**src/rtl/q_episode_ctrl_if.sv**
```systemverilog
// Transaction and status bundle between the Q-learning episode controller and its host/pipeline.
interface q_episode_ctrl_if;
    logic        start;
    logic [5:0]  start_state;
    logic        ext_act_en;
    logic [1:0]  ext_act;
    logic        pipe_ready;
    logic        issue_valid;
    logic [5:0]  issue_s;
    logic [1:0]  issue_a;
    logic [5:0]  issue_nexts;
    logic [7:0]  issue_addr;
    logic        hazard_stall;
    logic        episode_done;
    logic        done;
    logic        busy;
    logic [7:0]  episode_cnt;
    logic [7:0]  step_cnt;
    logic [15:0] stall_cnt;

    modport master (
        input  start, start_state, ext_act_en, ext_act, pipe_ready,
        output issue_valid, issue_s, issue_a, issue_nexts, issue_addr,
        output hazard_stall, episode_done, done, busy,
        output episode_cnt, step_cnt, stall_cnt
    );

    modport slave (
        output start, start_state, ext_act_en, ext_act, pipe_ready,
        input  issue_valid, issue_s, issue_a, issue_nexts, issue_addr,
        input  hazard_stall, episode_done, done, busy,
        input  episode_cnt, step_cnt, stall_cnt
    );
endinterface

```
**src/rtl/q_episode_ctrl.sv**
```systemverilog
// Episode sequencer for the Q-learning update pipeline: issues one (s, a, s') per cycle and
// holds back candidates that would read a Q or Qmax entry still awaiting write-back.
module q_episode_ctrl #(
    parameter logic [5:0]  GOAL         = 6'b111111,
    parameter int unsigned MAX_STEPS    = 255,
    parameter int unsigned NUM_EPISODES = 16,
    parameter int unsigned PIPE_DEPTH   = 4,
    parameter logic [15:0] LFSR_SEED    = 16'hACE1
) (
    input  logic             clk,
    input  logic             rst,
    q_episode_ctrl_if.master bus
);
    typedef enum logic [1:0] { IDLE, RUN, DRAIN } state_e;

    localparam logic [7:0] NUM_M1 = 8'(NUM_EPISODES - 1);
    localparam logic [7:0] MAX_S  = 8'(MAX_STEPS);

    state_e state_q, state_d;

    logic [5:0]                 cur_q, cur_d, home_q, home_d;
    logic [15:0]                lfsr_q, lfsr_d;
    logic [PIPE_DEPTH-1:0]      sbv_q, sbv_d;
    logic [PIPE_DEPTH-1:0][7:0] sbe_q, sbe_d;
    logic                       valid_q, valid_d, hazard_q, hazard_d;
    logic                       epd_q, epd_d, done_q, done_d, busy_q;
    logic [5:0]                 s_q, s_d, nexts_q, nexts_d;
    logic [1:0]                 a_q, a_d;
    logic [7:0]                 epcnt_q, epcnt_d, step_q, step_d;
    logic [15:0]                stall_q, stall_d;

    logic [1:0] cand_a;
    logic [5:0] cand_n;
    logic       hazard_hit, drain_empty, ep_end;

    always_comb begin
        cand_a = bus.ext_act_en ? bus.ext_act : lfsr_q[1:0];
        case (cand_a)
            2'b00:   cand_n = (cur_q[5:3] == 3'd0) ? cur_q : cur_q - 6'd8;
            2'b01:   cand_n = (cur_q[2:0] == 3'd0) ? cur_q : cur_q - 6'd1;
            2'b10:   cand_n = (cur_q[5:3] == 3'd7) ? cur_q : cur_q + 6'd8;
            default: cand_n = (cur_q[2:0] == 3'd7) ? cur_q : cur_q + 6'd1;
        endcase
        hazard_hit = 1'b0;
        for (int unsigned i = 0; i < PIPE_DEPTH; i++) begin
            if (sbv_q[i] && ((sbe_q[i] == {cur_q, cand_a}) || (sbe_q[i][7:2] == cand_n))) begin
                hazard_hit = 1'b1;
            end
        end
        // Empty after this edge: the last slot drops out and slot 0 takes a bubble.
        drain_empty = 1'b1;
        for (int unsigned i = 0; i + 1 < PIPE_DEPTH; i++) begin
            if (sbv_q[i]) drain_empty = 1'b0;
        end
    end

    always_ff @(posedge clk) begin
        if (rst) state_q <= IDLE;
        else     state_q <= state_d;
    end

    always_comb begin
        state_d = state_q;
        if (bus.pipe_ready) begin
            case (state_q)
                IDLE:    if (bus.start) state_d = RUN;
                RUN:     if (ep_end && (epcnt_q == NUM_M1)) state_d = DRAIN;
                DRAIN:   if (drain_empty) state_d = IDLE;
                default: state_d = IDLE;
            endcase
        end
    end

    always_comb begin
        ep_end   = 1'b0;
        valid_d  = 1'b0;
        hazard_d = 1'b0;
        epd_d    = 1'b0;
        done_d   = 1'b0;
        s_d      = s_q;
        a_d      = a_q;
        nexts_d  = nexts_q;
        cur_d    = cur_q;
        home_d   = home_q;
        lfsr_d   = lfsr_q;
        epcnt_d  = epcnt_q;
        step_d   = step_q;
        stall_d  = stall_q;
        sbv_d    = sbv_q;
        sbe_d    = sbe_q;
        if (bus.pipe_ready) begin
            sbv_d[0] = 1'b0;
            sbe_d[0] = '0;
            for (int unsigned i = 1; i < PIPE_DEPTH; i++) begin
                sbv_d[i] = sbv_q[i-1];
                sbe_d[i] = sbe_q[i-1];
            end
            case (state_q)
                IDLE: begin
                    if (bus.start) begin
                        home_d  = bus.start_state;
                        cur_d   = bus.start_state;
                        epcnt_d = '0;
                        step_d  = '0;
                        stall_d = '0;
                    end
                end
                RUN: begin
                    if (cur_q == GOAL) begin
                        ep_end = 1'b1;
                    end else if (hazard_hit) begin
                        hazard_d = 1'b1;
                        if (stall_q != '1) stall_d = stall_q + 16'd1;
                    end else begin
                        valid_d  = 1'b1;
                        s_d      = cur_q;
                        a_d      = cand_a;
                        nexts_d  = cand_n;
                        cur_d    = cand_n;
                        step_d   = step_q + 8'd1;
                        lfsr_d   = {lfsr_q[14:0], lfsr_q[15] ^ lfsr_q[13] ^ lfsr_q[12] ^ lfsr_q[10]};
                        sbv_d[0] = 1'b1;
                        sbe_d[0] = {cur_q, cand_a};
                        ep_end   = (cand_n == GOAL) || ((step_q + 8'd1) == MAX_S);
                    end
                    if (ep_end) begin
                        epd_d   = 1'b1;
                        epcnt_d = epcnt_q + 8'd1;
                        step_d  = '0;
                        cur_d   = home_q;
                    end
                end
                DRAIN: begin
                    if (drain_empty) done_d = 1'b1;
                end
                default: ;
            endcase
        end
    end

    always_ff @(posedge clk) begin
        if (rst) begin
            cur_q    <= '0;
            home_q   <= '0;
            lfsr_q   <= LFSR_SEED;
            sbv_q    <= '0;
            sbe_q    <= '0;
            valid_q  <= 1'b0;
            hazard_q <= 1'b0;
            epd_q    <= 1'b0;
            done_q   <= 1'b0;
            busy_q   <= 1'b0;
            s_q      <= '0;
            a_q      <= '0;
            nexts_q  <= '0;
            epcnt_q  <= '0;
            step_q   <= '0;
            stall_q  <= '0;
        end else begin
            cur_q    <= cur_d;
            home_q   <= home_d;
            lfsr_q   <= lfsr_d;
            sbv_q    <= sbv_d;
            sbe_q    <= sbe_d;
            valid_q  <= valid_d;
            hazard_q <= hazard_d;
            epd_q    <= epd_d;
            done_q   <= done_d;
            busy_q   <= (state_d != IDLE);
            s_q      <= s_d;
            a_q      <= a_d;
            nexts_q  <= nexts_d;
            epcnt_q  <= epcnt_d;
            step_q   <= step_d;
            stall_q  <= stall_d;
        end
    end

    assign bus.issue_valid  = valid_q;
    assign bus.issue_s      = s_q;
    assign bus.issue_a      = a_q;
    assign bus.issue_nexts  = nexts_q;
    assign bus.issue_addr   = {s_q, a_q};
    assign bus.hazard_stall = hazard_q;
    assign bus.episode_done = epd_q;
    assign bus.done         = done_q;
    assign bus.busy         = busy_q;
    assign bus.episode_cnt  = epcnt_q;
    assign bus.step_cnt     = step_q;
    assign bus.stall_cnt    = stall_q;
endmodule
```
**src/flat_wrapper.sv**
```systemverilog
// flat-port wrapper written by rule: the top's interface ports become plain ports
module q_episode_ctrl_flat 
#(
    parameter logic [5:0]  GOAL         = 6'b111111,
    parameter int unsigned MAX_STEPS    = 255,
    parameter int unsigned NUM_EPISODES = 16,
    parameter int unsigned PIPE_DEPTH   = 4,
    parameter logic [15:0] LFSR_SEED    = 16'hACE1
)
  (clk, rst, bus_start, bus_start_state, bus_ext_act_en, bus_ext_act, bus_pipe_ready, bus_issue_valid, bus_issue_s, bus_issue_a, bus_issue_nexts, bus_issue_addr, bus_hazard_stall, bus_episode_done, bus_done, bus_busy, bus_episode_cnt, bus_step_cnt, bus_stall_cnt);
  q_episode_ctrl_if bus_i ();
  input  logic clk;
  input  logic rst;
  input wire logic [$bits(bus_i.start)-1:0] bus_start;
  input wire logic [$bits(bus_i.start_state)-1:0] bus_start_state;
  input wire logic [$bits(bus_i.ext_act_en)-1:0] bus_ext_act_en;
  input wire logic [$bits(bus_i.ext_act)-1:0] bus_ext_act;
  input wire logic [$bits(bus_i.pipe_ready)-1:0] bus_pipe_ready;
  output wire logic [$bits(bus_i.issue_valid)-1:0] bus_issue_valid;
  output wire logic [$bits(bus_i.issue_s)-1:0] bus_issue_s;
  output wire logic [$bits(bus_i.issue_a)-1:0] bus_issue_a;
  output wire logic [$bits(bus_i.issue_nexts)-1:0] bus_issue_nexts;
  output wire logic [$bits(bus_i.issue_addr)-1:0] bus_issue_addr;
  output wire logic [$bits(bus_i.hazard_stall)-1:0] bus_hazard_stall;
  output wire logic [$bits(bus_i.episode_done)-1:0] bus_episode_done;
  output wire logic [$bits(bus_i.done)-1:0] bus_done;
  output wire logic [$bits(bus_i.busy)-1:0] bus_busy;
  output wire logic [$bits(bus_i.episode_cnt)-1:0] bus_episode_cnt;
  output wire logic [$bits(bus_i.step_cnt)-1:0] bus_step_cnt;
  output wire logic [$bits(bus_i.stall_cnt)-1:0] bus_stall_cnt;
  assign bus_i.start = bus_start;
  assign bus_i.start_state = bus_start_state;
  assign bus_i.ext_act_en = bus_ext_act_en;
  assign bus_i.ext_act = bus_ext_act;
  assign bus_i.pipe_ready = bus_pipe_ready;
  assign bus_issue_valid = bus_i.issue_valid;
  assign bus_issue_s = bus_i.issue_s;
  assign bus_issue_a = bus_i.issue_a;
  assign bus_issue_nexts = bus_i.issue_nexts;
  assign bus_issue_addr = bus_i.issue_addr;
  assign bus_hazard_stall = bus_i.hazard_stall;
  assign bus_episode_done = bus_i.episode_done;
  assign bus_done = bus_i.done;
  assign bus_busy = bus_i.busy;
  assign bus_episode_cnt = bus_i.episode_cnt;
  assign bus_step_cnt = bus_i.step_cnt;
  assign bus_stall_cnt = bus_i.stall_cnt;
  q_episode_ctrl #(.GOAL(GOAL), .MAX_STEPS(MAX_STEPS), .NUM_EPISODES(NUM_EPISODES), .PIPE_DEPTH(PIPE_DEPTH), .LFSR_SEED(LFSR_SEED)) u_core (.clk(clk), .rst(rst), .bus(bus_i));
endmodule
```
**config.mk**
```make
export PLATFORM = sky130hd
export DESIGN_NAME = q_episode_ctrl_flat
export DESIGN_NICKNAME = d
export VERILOG_FILES = /design/src/rtl/q_episode_ctrl_if.sv /design/src/rtl/q_episode_ctrl.sv /design/src/flat_wrapper.sv
export SDC_FILE = /design/constraint.sdc
export NUM_CORES = 1
export LEC_CHECK = 0
export ABC_CLOCK_PERIOD_IN_PS = 4050
export BUFFER_PORTS_ARGS = -buffer_cell sky130_fd_sc_hd__buf_2
export CORE_MARGIN = 1
export CORE_UTILIZATION = 59
export DETAILED_ROUTE_END_ITERATION = 10
export PLACE_DENSITY = 0.88
export SETUP_SLACK_MARGIN = 0.02
export SYNTH_ARGS = -nofsm -noshare
export SYNTH_HDL_FRONTEND = slang
export SYNTH_SLANG_ARGS = --single-unit
```
**constraint.sdc**
```tcl
create_clock -name clk -period 4.05 [get_ports clk]
set_input_delay 0.81 -clock clk [delete_from_list [all_inputs] [get_ports clk]]
set_output_delay 0.81 -clock clk [all_outputs]
set_load 0.01 [all_outputs]
```
After elaboration in Yosys (flattened, before gate mapping). Cells that the tools add are included.

$add $sub $neg: 7. Eq/ne operators: 26. Multiplexer cells: 50. Bitwise gates (word level): 8. Reduce and logical (&&, ||, !) cells: 25.

Operator list (count): 2-to-1 mux 16 bit (4); 2-to-1 mux 8 bit (8); 2-to-1 mux 6 bit (8); == test 8 bit (4); one-hot mux 16 bit (2 select lines) (1); one-hot mux 8 bit (2 select lines) (2); == test 6 bit (4); 2-to-1 mux 1 bit (19); one-hot mux 6 bit (3 select lines) (1); adder 16 x 1 -> 16 bit (second input constant) (1); adder 8 x 1 -> 8 bit (second input constant) (2); != test 16 bit (second input constant) (1); == test 6 bit (second input constant) (2); one-hot mux 6 bit (2 select lines) (1); 2-to-1 mux 2 bit (5); == test 8 x 4 -> 1 bit (second input constant) (1); == test 8 bit (second input constant) (1); AND reduction 4 bit (2); adder 6 x 1 -> 6 bit (second input constant) (1); adder 6 x 4 -> 6 bit (second input constant) (1); == test 3 bit (second input constant) (2); zero test 3 bit (2); != test 2 x 1 -> 1 bit (second input constant) (3); != test 3 bit (second input constant) (2); 18 further kinds (38).

Flip-flop bits (word level): 117. Bits of input ports: 13. Output and inout port bits: 59. Logic and storage cells: 136.

Logic depth before layout (Yosys ltp).
Depth in word-level cells: 21. Gate-level depth with buffers: 15. Mapped depth without buffers: 12.

Least setup slack after synthesis. No wires, ideal clock.

Kind: input -> register. Start: input bus_ext_act_en. End: register u_core.stall_q[14], in the netlist u_core.bus.stall_cnt[14]. Setup time: 0.128 ns. Arrival: 3.428 ns. Setup slack: 0.495 ns. Cell stages on the path: 12. Cells stage by stage: buf_6 mux2_2 o21ai_0 a2bb2oi_1 a21o_1 a2111o_1 o31ai_1 and4b_1 buf_6 or4_4 xnor2_1 nor2_1.

Cells in the longest elaborated chain, start to end: 12. Elaborated cells on any way between the ends: 27. Classes of those cells: eq/ne (11); mux (6); reduce/logical (10).

RTL lines: start, declared (RTL line flat_wrapper.sv:16) `input wire logic [$bits(bus_i.ext_act_en)-1:0] bus_ext_act_en;`; 2-to-1 mux 2 bit (*) (RTL line q_episode_ctrl.sv:37) `cand_a = bus.ext_act_en ? bus.ext_act : lfsr_q[1:0];`; == test 2 bit (tied with other cells) (RTL line q_episode_ctrl.sv:38) `case (cand_a)`; one-hot mux 6 bit (3 select lines) (RTL line q_episode_ctrl.sv:38); == test 6 bit (RTL line q_episode_ctrl.sv:46) `if (sbv_q[i] && ((sbe_q[i] == {cur_q, cand_a}) || (sbe_q[i][7:2] == cand_n))) begin`; logical OR 1 bit (RTL line q_episode_ctrl.sv:46); logical AND 1 bit (RTL line q_episode_ctrl.sv:46); 2-to-1 mux 1 bit (3 in a row) (RTL line q_episode_ctrl.sv:46); 2-to-1 mux 1 bit (*) (RTL line q_episode_ctrl.sv:46); != test 2 x 1 -> 1 bit (no source line) (*); AND reduction 6 bit (no source line) (*); end signal, assigned (RTL line q_episode_ctrl.sv:175) `stall_q <= stall_d;`; end, declared (RTL line q_episode_ctrl.sv:30) `logic [15:0] stall_q, stall_d;`.

Mark *: on every way between the ends. The rest lies on a longest branch, timed or not. A chain may end at the register's enable or synchronous reset.

Worst setup path in the final report.
Start: register u_core.cur_q[0]. End: register u_core.cur_q[4].

Cells in the longest elaborated chain, start to end: 16. Elaborated cells on any way between the ends: 45. Classes of those cells: add/sub (4); eq/ne (13); mux (17); reduce/logical (11).

RTL lines: start, declared (RTL line q_episode_ctrl.sv:21) `logic [5:0] cur_q, cur_d, home_q, home_d;`; start signal, assigned (RTL line q_episode_ctrl.sv:160) `cur_q <= cur_d;`; adder 6 x 1 -> 6 bit (tied with other cells) (RTL line q_episode_ctrl.sv:42) `default: cand_n = (cur_q[2:0] == 3'd7) ? cur_q : cur_q + 6'd1;`; 2-to-1 mux 6 bit (on tied branches); one-hot mux 6 bit (3 select lines) (RTL line q_episode_ctrl.sv:38); == test 6 bit (RTL line q_episode_ctrl.sv:46); logical OR 1 bit (RTL line q_episode_ctrl.sv:46); logical AND 1 bit (RTL line q_episode_ctrl.sv:46); 2-to-1 mux 1 bit (4 in a row) (RTL line q_episode_ctrl.sv:46); 2-to-1 mux 1 bit (RTL line q_episode_ctrl.sv:111) `end else if (hazard_hit) begin`; 2-to-1 mux 1 bit (RTL line q_episode_ctrl.sv:109) `if (cur_q == GOAL) begin`; 2-to-1 mux 1 bit (RTL line q_episode_ctrl.sv:98) `case (state_q)`; 2-to-1 mux 1 bit (RTL line q_episode_ctrl.sv:91) `if (bus.pipe_ready) begin`; != test 3 bit (no source line) or 2-to-1 mux 6 bit (tied branches); AND reduction 5 bit (no source line) or one-hot mux 6 bit (2 select lines) (tied branches).

Several ways; a longest one is shown, not always the timed one. The select of a mux whose other input is x is not followed.

==> flow_summary.ini <==
[critical_path]
critPathArrivalTime_ps = 4400
cp-end-kind = flop
worst-path-max-fanout = 14
timing.rr.end = u_core.cur_q[4]
path_class = flop to flop
r2r-start = u_core.cur_q[0]
startpoint_type = flop
cp.required_ps = 4510
reg2reg_depth = 14
rrSetupSlack_ps = 110

[die]
rows = 37
core-area_sq_um = 10400
die-height_microns = 106
start_util_pct = 61.5
die_x_microns = 106
die_area_sq_um = 11300
io_pins = 72

[drt]
drt_iter0_markers = 525
drc_errors = 0
first_pass_iters = 5
via_per_inst = 6.25
drt-total-wl_microns = 18900
ant_nets = 0
route.vias.total = 6016
post_drt_wl_per_cell_microns = 19.7

[grt]
grt_max_degree = 87
grt_use_total_pct = 34.0
grt_pass1_vias = 5583
grt_remaining_overflow = 0
antenna_found_initial = 0
grt_pass1_wl_microns = 29400

[sta]
worst_slack_ps = 108
setup_tns_ps = 0
setup_violations = 0
finClkSkew_ps = 5.87
max_freq_mhz = 254
timing.final.crit_period_ps = 3940
final-max-slew-violation-count = 0
hold_ws_ps = 456
fin_crit_sh_pct = 97.3
worst_pin_slew_ps = 888
relSlewSlack_pct = 40.8
hold_viol = 0

[pwr]
p_leak_nw = 3.29
switching_share_pct = 28.3
share_comb_of_total_power_pct = 13.9
clock_power_share_pct = 47.7
pwr_density_cell_nw_per_um2 = 415
p_sw_mw = 0.882
p_seq_share_pct = 38.4
max-vdd-ir-drop_v = 0.000443
p_int_mw = 2.23

[outcome]
status = finished clean

[clocking]
clock_latency_ps = 540
cts_resized = 0
cts.clk_slew.worst_paths_ps = 60
cts_hold_buf = 0
root_buffer = clkbuf_8
cts_setup_buffers = 0
h-tree-depth = 4
cts_made_buffers = 17
cts_tree = built
cts_buffer_depth = 2
clock-sinks = 117

[cells_and_area]
final_cell_mix = 117 x dfxtp_1, 92 x nor2_1, 71 x buf_2, 66 x mux2i_1, 65 x nand2_1
drive_gt1_share_pct = 18.3
fillerInstances = 776
final_common_cell = dfxtp_1
multi_input_area_sq_um = 3760
nNetsFinal = 837
areaGrowthSynthToFinish_pct = 17.1
fin_area_sq_um = 7500
final_util_pct = 72.0
antenna_cells = 0
seq_area_sq_um = 2340

[job]
max-cap-violations = 0

[logic_synthesis]
synth_seq_cells = 117
ys.flop_type = dfxtp_1
syn_inst = 745
synth_fp_nets = 768
synth_cell_type_count = 72
synth_edf_count = 0
syn_area_sq_um = 6400
yosysSeqAreaShare_pct = 36.6
yosysWarningCount = 0
synth_area_per_cell_sq_um = 8.59
async_reset_ff_share_pct = 0

[hold_path]
hold_end = u_core.home_q[4]
hp-class = flop to flop
holdPathStages = 2
hp-start = u_core.home_q[4]

[placed_design]
dp_hpwl_microns = 13200
globalplace.congestion = 0.982
io_buffer_count = 71
postPlaceCellArea_sq_um = 6910
dp_slack_ps = -36.0
registers in the layout, summed over array words and instances (netlist names), 2 cells and up:
name                    count
u_core.bus.issue_nexts      6
u_core.cur_q                6
u_core.lfsr_q              16
u_core.home_q               6
u_core.state_q              2
u_core.bus.stall_cnt       16
u_core.sbv_q                4
u_core.bus.issue_a          2
u_core.sbe_q               32
u_core.bus.episode_cnt      8
u_core.bus.issue_s          6
u_core.bus.step_cnt         8
critical path: stages, from the launching register on:
cell and delay, ps:
dfxtp_1 480, inv_1 210, ha_1 320, nor3_1 250, and4_1 230, o21bai_1 130, a21o_1 230, a2111o_1 400
o31ai_1 370, nand4b_1 220, a21o_1 410, buf_4 240, buf_4 140, nand2_1 50, a21oi_1 170
cell usage after synthesis (all sizes together), types with 3 or more instances:
library cell    n  area, sq um
dfxtp         117         2340
nor2           92          345
mux2i          68          697
nand2          66          250
xnor2          49          429
a21oi          42          221
buf            28          169
nand3          27          135
clkbuf         22         82.6
nor3           19         95.1
and3           17          106
o211ai         16          125
o21ai          16         80.1
inv            14         52.6
nand4          12         75.1
ha             10          125
nor4            9         56.3
or3             9         56.3
xor2            7         61.3
a32oi           6         52.6
o21a            6         45.0
or4             6         48.8
a21boi          5         37.5
a311oi          5         43.8
nand2b          5         31.3
a211oi          4         30.0
a21o            4         30.0
nor3b           4         30.0
nor4b           4         35.0
a31oi           3         18.8
and2            3         18.8
and4            3         26.3
mux2            3         33.8
nand4b          3         26.3
nor2b           3         18.8
or2             3         18.8
xnor3           3         67.6
worst max-delay path by stage:
stage / startpoint / endpoint / cells after the start
after CTS: u_core.cur_q[0] / u_core.cur_q[4] / 14
after global routing: u_core.cur_q[0] / u_core.cur_q[0] / 13
after floorplan: bus_ext_act_en / u_core.bus.stall_cnt[14] / 12
final: u_core.cur_q[0] / u_core.cur_q[4] / 14
after global placement: bus_ext_act_en / u_core.bus.stall_cnt[14] / 12
after detailed placement: bus_ext_act_en / u_core.cur_q[4] / 13
cells by family after synthesis:
kind of cell / Yosys count / synth area share (%)
compound gates: 132 / 14.2
xor+xnor: 59 / 8.72
fa+ha+maj: 10 / 1.95
buf+inv: 65 / 4.81
flops: 117 / 36.6
mux: 71 / 11.4
simple gates: 291 / 22.3
power by group through the flow:
stage	Clock [mW]	Combinational [mW]	Sequential [mW]
final	1.49	0.432	1.19
after detailed placement	0	0.416	1.22
after floorplan	0	0.292	1.21
after CTS	1.48	0.421	1.19
after global routing	1.54	0.458	1.20
after global placement	0	0.410	1.22
per-layer routing:
metal,GRT usage [%],up-vias,wire length (microns)
met5,0,-,0
met3,7.79,49,1290
met4,12.1,0,429
li1,-,2815,-
met1,44.9,2885,8210
met2,54.3,267,9000
stage by stage:
step,power (mW),cells
final,3.11,963
after global routing,3.20,963
after CTS,3.10,963
after detailed placement,1.63,931
after global placement,1.63,931
after floorplan,1.50,745
area by class of cell:
type,instances,share of cell area [%]
Timing Repair Buffer,100,7.81
Sequential cell,117,31.2
Inverter,15,0.751
Clock inverter,15,2.25
Tap cell,136,2.27
Multi-Input combinational cell,563,50.1
Clock buffer,17,5.52
No activity file was read; power rests on OpenSTA's default activity.
